**config.mk**
```make
export PLATFORM = sky130hd
export DESIGN_NAME = fifo_sync_mc
export DESIGN_NICKNAME = d
export VERILOG_FILES = /design/src/rtl/fifo_sync_mc.sv
export SDC_FILE = /design/constraint.sdc
export NUM_CORES = 2
export LEC_CHECK = 0
export BUFFER_PORTS_ARGS = -buffer_cell sky130_fd_sc_hd__buf_2
export CAP_MARGIN = 20
export CORE_ASPECT_RATIO = 0.75
export CORE_MARGIN = 2
export CORE_UTILIZATION = 40
export DETAILED_ROUTE_END_ITERATION = 10
export SETUP_SLACK_MARGIN = 0.2
export SYNTH_ARGS = -nofsm -noshare
export SYNTH_HDL_FRONTEND = slang
export SYNTH_SLANG_ARGS = --single-unit
```
**constraint.sdc**
```tcl
create_clock -name i_clk -period 5.05 [get_ports i_clk]
set_input_delay 0.7575 -clock i_clk [delete_from_list [all_inputs] [get_ports i_clk]]
set_output_delay 0.7575 -clock i_clk [all_outputs]
set_load 0.005 [all_outputs]
```
**src/rtl/fifo_sync_mc.sv**
```systemverilog
// fifo_sync_mc: G_CH independent synchronous FIFOs of G_D words sharing one G_CH*G_D-word memory
// Ports: i_clk/i_arst_n clock and async active-low reset; i_sclr/i_chclr global and per-channel clears;
//   i_wena/i_wch/i_wdat write port; i_rena/i_rch read request with 1-cycle latency returning o_rvld/o_rch/o_rdat;
//   o_empt/o_full/o_alme/o_almf/o_flvl per-channel status; o_ovf/o_udf sticky per-channel errors.
module fifo_sync_mc #(
  parameter int G_CH = 4,
  parameter int G_D = 16,
  parameter int G_W = 32,
  parameter int AFULL_LEVEL = 12,
  parameter int AEMPTY_LEVEL = 2,
  parameter int CW = $clog2(G_CH),
  parameter int AW = $clog2(G_D)
) (
  input  logic                   i_clk,
  input  logic                   i_arst_n,
  input  logic                   i_sclr,
  input  logic [G_CH-1:0]        i_chclr,
  input  logic                   i_wena,
  input  logic [CW-1:0]          i_wch,
  input  logic [G_W-1:0]         i_wdat,
  input  logic                   i_rena,
  input  logic [CW-1:0]          i_rch,
  output logic                   o_rvld,
  output logic [CW-1:0]          o_rch,
  output logic [G_W-1:0]         o_rdat,
  output logic [G_CH-1:0]        o_empt,
  output logic [G_CH-1:0]        o_full,
  output logic [G_CH-1:0]        o_alme,
  output logic [G_CH-1:0]        o_almf,
  output logic [G_CH*(AW+1)-1:0] o_flvl,
  output logic [G_CH-1:0]        o_ovf,
  output logic [G_CH-1:0]        o_udf
);
  logic [G_W-1:0] r_mem [G_CH*G_D];
  logic [AW-1:0] r_wptr [G_CH];
  logic [AW-1:0] r_rptr [G_CH];
  logic [AW:0] r_lvl [G_CH];
  logic [G_CH-1:0] r_ovf, r_udf;
  logic r_rvld;
  logic [CW-1:0] r_rch;
  logic [G_W-1:0] r_rdat;
  logic [G_CH-1:0] w_clr, w_winc, w_rinc, w_ovf, w_udf;
  logic w_win, w_rin, w_racc, w_wacc;
  logic [CW+AW-1:0] w_waddr, w_raddr;
  always_comb begin
    w_clr = {G_CH{i_sclr}} | i_chclr;
    w_win = int'(i_wch) < G_CH;
    w_rin = int'(i_rch) < G_CH;
    w_racc = i_rena & w_rin & ~o_empt[i_rch] & ~w_clr[i_rch];
    // a full channel still accepts a write when the same channel is drained this cycle
    w_wacc = i_wena & w_win & ~w_clr[i_wch] & (~o_full[i_wch] | (w_racc & (i_rch == i_wch)));
    w_waddr = {i_wch, r_wptr[i_wch]};
    w_raddr = {i_rch, r_rptr[i_rch]};
    for (int c = 0; c < G_CH; c++) begin
      w_winc[c] = w_wacc & (int'(i_wch) == c);
      w_rinc[c] = w_racc & (int'(i_rch) == c);
      w_ovf[c] = i_wena & (int'(i_wch) == c) & o_full[c] & ~w_winc[c];
      w_udf[c] = i_rena & (int'(i_rch) == c) & o_empt[c];
    end
  end
  always_ff @(posedge i_clk)
    if (w_wacc) r_mem[w_waddr] <= i_wdat;
  always_ff @(posedge i_clk or negedge i_arst_n)
    if (!i_arst_n) begin
      for (int c = 0; c < G_CH; c++) begin
        r_wptr[c] <= '0;
        r_rptr[c] <= '0;
        r_lvl[c] <= '0;
      end
      r_ovf <= '0;
      r_udf <= '0;
      r_rvld <= 1'b0;
      r_rch <= '0;
      r_rdat <= '0;
    end else begin
      for (int c = 0; c < G_CH; c++) begin
        r_wptr[c] <= w_clr[c] ? '0 : r_wptr[c] + AW'(w_winc[c]);
        r_rptr[c] <= w_clr[c] ? '0 : r_rptr[c] + AW'(w_rinc[c]);
        r_lvl[c] <= w_clr[c] ? '0 : r_lvl[c] + (AW+1)'(w_winc[c]) - (AW+1)'(w_rinc[c]);
      end
      // clear masks both the held error and any error raised in the same cycle
      r_ovf <= ~w_clr & (r_ovf | w_ovf);
      r_udf <= ~w_clr & (r_udf | w_udf);
      r_rvld <= w_racc;
      if (w_racc) begin
        r_rch <= i_rch;
        r_rdat <= r_mem[w_raddr];
      end
    end
  for (genvar g = 0; g < G_CH; g++) begin : g_ch
    assign o_empt[g] = r_lvl[g] == '0;
    assign o_full[g] = int'(r_lvl[g]) == G_D;
    assign o_almf[g] = int'(r_lvl[g]) >= AFULL_LEVEL;
    assign o_alme[g] = int'(r_lvl[g]) <= AEMPTY_LEVEL;
    assign o_flvl[g*(AW+1) +: AW+1] = r_lvl[g];
  end
  assign o_rvld = r_rvld;
  assign o_rch = r_rch;
  assign o_rdat = r_rdat;
  assign o_ovf = r_ovf;
  assign o_udf = r_udf;
endmodule

```
==> out/results.txt <==
status: complete, no violations
TritonCTS clock tree: yes
EDFF count, synth: 2,048
# DRC: 0
ANT nets after route: 0
Distinct cells, synth: 70
Clock transition at path regs: 60 ps
slew margin rel.: 23.4%
final setup vio count: 0
root buffer cell: clkbuf_16
setup tns final: 0 ps
HP Start: i_rena
r2r setup slk: 810 ps
fmax: 236 MHz
crit-path max cell delay: 560 ps
Post-synth top flop: edfxtp_1
via count: 45.1k
Crit. Startpoint: o_flvl[2]
area share of the largest cell type after synthesis: 73.4%
vias in the first global route: 43.4k
FFs w/ async S/R, synth: 4.43%
CTS Sinks: 2,143
Setup Buffers After CTS: 0
chip width: 533 µm
Worst path depth: 11
minimum clock period: 4240 ps
pwr dens: 369 nW/µm²
CP cell instances: inv_1 -> ha_1 -> nor4b_1 -> o221a_1 -> or4_1 -> a2111o_1 -> buf_4 -> or4b_1 -> buf_4 -> nor2_4 -> buf_12
WL/cell: 30.9 µm
leading area contributor after synthesis: edfxtp_1
leakage power: 29.8 nW
CP top delay family: simple AND/OR/NAND/NOR gates
Post-Syn Area: 83,800 µm²
most used cell along the critical path: buf_4
ranking of synthesized cells by area: edfxtp_1, mux2i_1, mux4_2, dfrtp_1, nor2_1
Worst IR Drop VDD: 452 µV
CP bufs+invs: 4
starting density of the core: 40.2%
final hold vios: 0
worst skew pair latency: 850 ps
fin. max-slew vios: 0
Clock Skews: 47.5 ps
register area share after synthesis: 76.2%
Tcrit/Tclk final: 83.9%
Initial DRC Count: 6,574
WL final: 240 mm
critical path class: flip-flop to flip-flop
Die ar.: 213,000 µm²
CP Launch Type: flip-flop
CP arrival: 4750 ps
H-tree levels: 4
fin worst setup slack: 813 ps
worst reg-to-reg path cell count: 11
Crit-path slowest cell: or4b_1
1st-pass router iterations: 5
antenna violations before repair: 19
Synth-to-Final Area Change: 15.4%
max cap viols: 0
synth warn: 0
syn nets: 4,545
hold depth: 3
fraction of layout cells with a size suffix above 1: 20.7%
first-pass GRT wire length: 336 mm
Vias/cell: 5.82
Die H: 400 µm
Core Box Area: 208,000 µm²
gr ovfl total: 0
Synth Area per Inst: 18.9 µm²
critical path fanouts, max: 24
global placement routability congestion: 0.854
RSZ-0062 raised after global routing: false
total track usage: 22.1%
CP Data Required Time: 5560 ps
Worst Max-Slew Pin Slew: 1150 ps
Reg-to-Reg Start: o_flvl[2]
Post-DP HPWL: 148 mm
CTS buffer count: 202
# nets final: 4,890
Post-Synthesis Cells: 4,441
Max Root-Sink Buffers: 3
Seq cells post-synth: 2,143
row cnt: 145
Post-CTS Resized: 0
# hold bufs at CTS: 1
kind of end point of the critical path: flip-flop
largest net degree at the start of global routing: 68
pre-CTS setup slack: 314 ps
I/O pin total: 124
Worst Hold Class: input pin to flip-flop
IO buf count: 123
## per-stage QoR
step | std cells | instance area (µm²) | total power (W) | utilization [%] | hold slack, ps
after floorplan | 4441 | 83800 | 0.0204 | - | 462
after global placement | 7368 | 90200 | 0.0211 | 43.3 | 478
after detailed placement | 7370 | 90200 | 0.0212 | 43.3 | 490
after CTS | 7746 | 96600 | 0.0359 | 46.4 | 205
after global routing | 7752 | 96700 | 0.0367 | 46.4 | 262
final | 7755 | 96700 | 0.0357 | 46.4 | 266
## final timing paths
check	endpoint
worst max-delay path	r_mem[20][19]
worst min-delay path	o_udf[0]
worst max register to register	r_mem[20][19]
worst min register to register	o_rch[0]
max in group asynchronous	o_rdat[27]
min in group asynchronous	o_udf[1]
## Yosys cell counts (7+ instances only)
library cell	instances
dfrtp_1	95
mux2_2	29
a221oi_1	70
o22ai_1	85
buf_4	24
mux4_2	219
a211oi_1	27
a21oi_1	25
nand2_1	139
o21ai_0	77
edfxtp_1	2048
nor2b_1	28
nor3_1	23
clkbuf_1	142
a31oi_1	28
o32a_1	9
and2_1	29
o2111ai_1	30
or2_2	19
a21o_1	8
a22o_1	33
o221a_1	7
nor2_1	192
inv_1	35
a311o_1	17
nand4_1	9
a221o_1	46
nand2b_1	15
or3_1	14
o21a_1	12
and3_1	7
o221ai_1	11
xnor2_1	15
buf_2	68
nor3b_1	14
a2111oi_0	22
a22oi_1	33
a32oi_1	20
xor2_1	8
mux2i_1	521
buf_1	25
nand3_1	42
ha_1	55
## flip-flops by register name, indices dropped and copies added (netlist names)
register,cells
o_ovf,4
o_udf,4
r_wptr,16
o_rch,2
r_rptr,16
o_rdat,32
o_rvld,1
o_flvl,20
r_mem,2048
## per-layer routing
| layer | share of wire (%) | vias to the layer above | GRT usage, % |
|---|---|---|---|
| met5 | 0.017 | - | 0 |
| met4 | 2.3 | 6 | 5.37 |
| met3 | 12 | 313 | 7.50 |
| met2 | 43 | 2268 | 31.2 |
| met1 | 43 | 23700 | 32.7 |
| li1 | - | 18800 | - |
## layout by cell type, fill, tap and decap left out, types with 49 or more instances in the layout
master / n
nand2_1: 139
nor2_4: 65
edfxtp_1: 2048
buf_2: 120
buf_4: 210
nor2_1: 127
buf_12: 67
mux2i_1: 520
dfrtp_1: 95
clkbuf_16: 207
ha_1: 55
o21ai_0: 77
a221oi_1: 70
mux4_2: 216
o22ai_1: 85
clkinv_1: 49
## worst register-to-register path: cells and delay by family (launching register included)
| family | cells | cell delay, ps |
|---|---|---|
| AND/OR/NAND/NOR | 4 | 1660 |
| adder cells (fa/ha/maj) | 1 | 220 |
| buffers and inverters | 4 | 850 |
| AO/OA/AOI/OAI | 2 | 680 |
| flip-flops | 1 | 440 |
## power by group
group	total [W]	leakage [nW]	switching, W	internal (W)
logic	0.00112	6.97	0.000797	0.000326
clock network	0.0149	3.16	0.00662	0.00828
registers	0.0197	19.6	0.000121	0.0195
## cell families (layout without fill, tap and decap cells)
logic type	Yosys count	after routing	share of synthesized area, %
buffers and inverters	296	812	1.53
adder cells (fa/ha/maj)	59	59	0.916
other	0	5	0
AND/OR/NAND/NOR	563	563	3.24
AO/OA/AOI/OAI	588	588	5.38
multiplexers	769	769	12.5
XOR/XNOR	23	23	0.240
flip-flops	2143	2143	76.2
## layout make-up
type	instances	area, µm²
Multi-Input combinational cell	2002	19200
Clock buffer	260	5450
Timing Repair Buffer	400	3540
Clock inverter	115	985
Tap cell	2793	3490
Antenna cell	5	12.5
Sequential cell	2143	63900
Fill cell	17500	112000
Inverter	37	139
No activity file was read; power rests on OpenSTA's default activity.
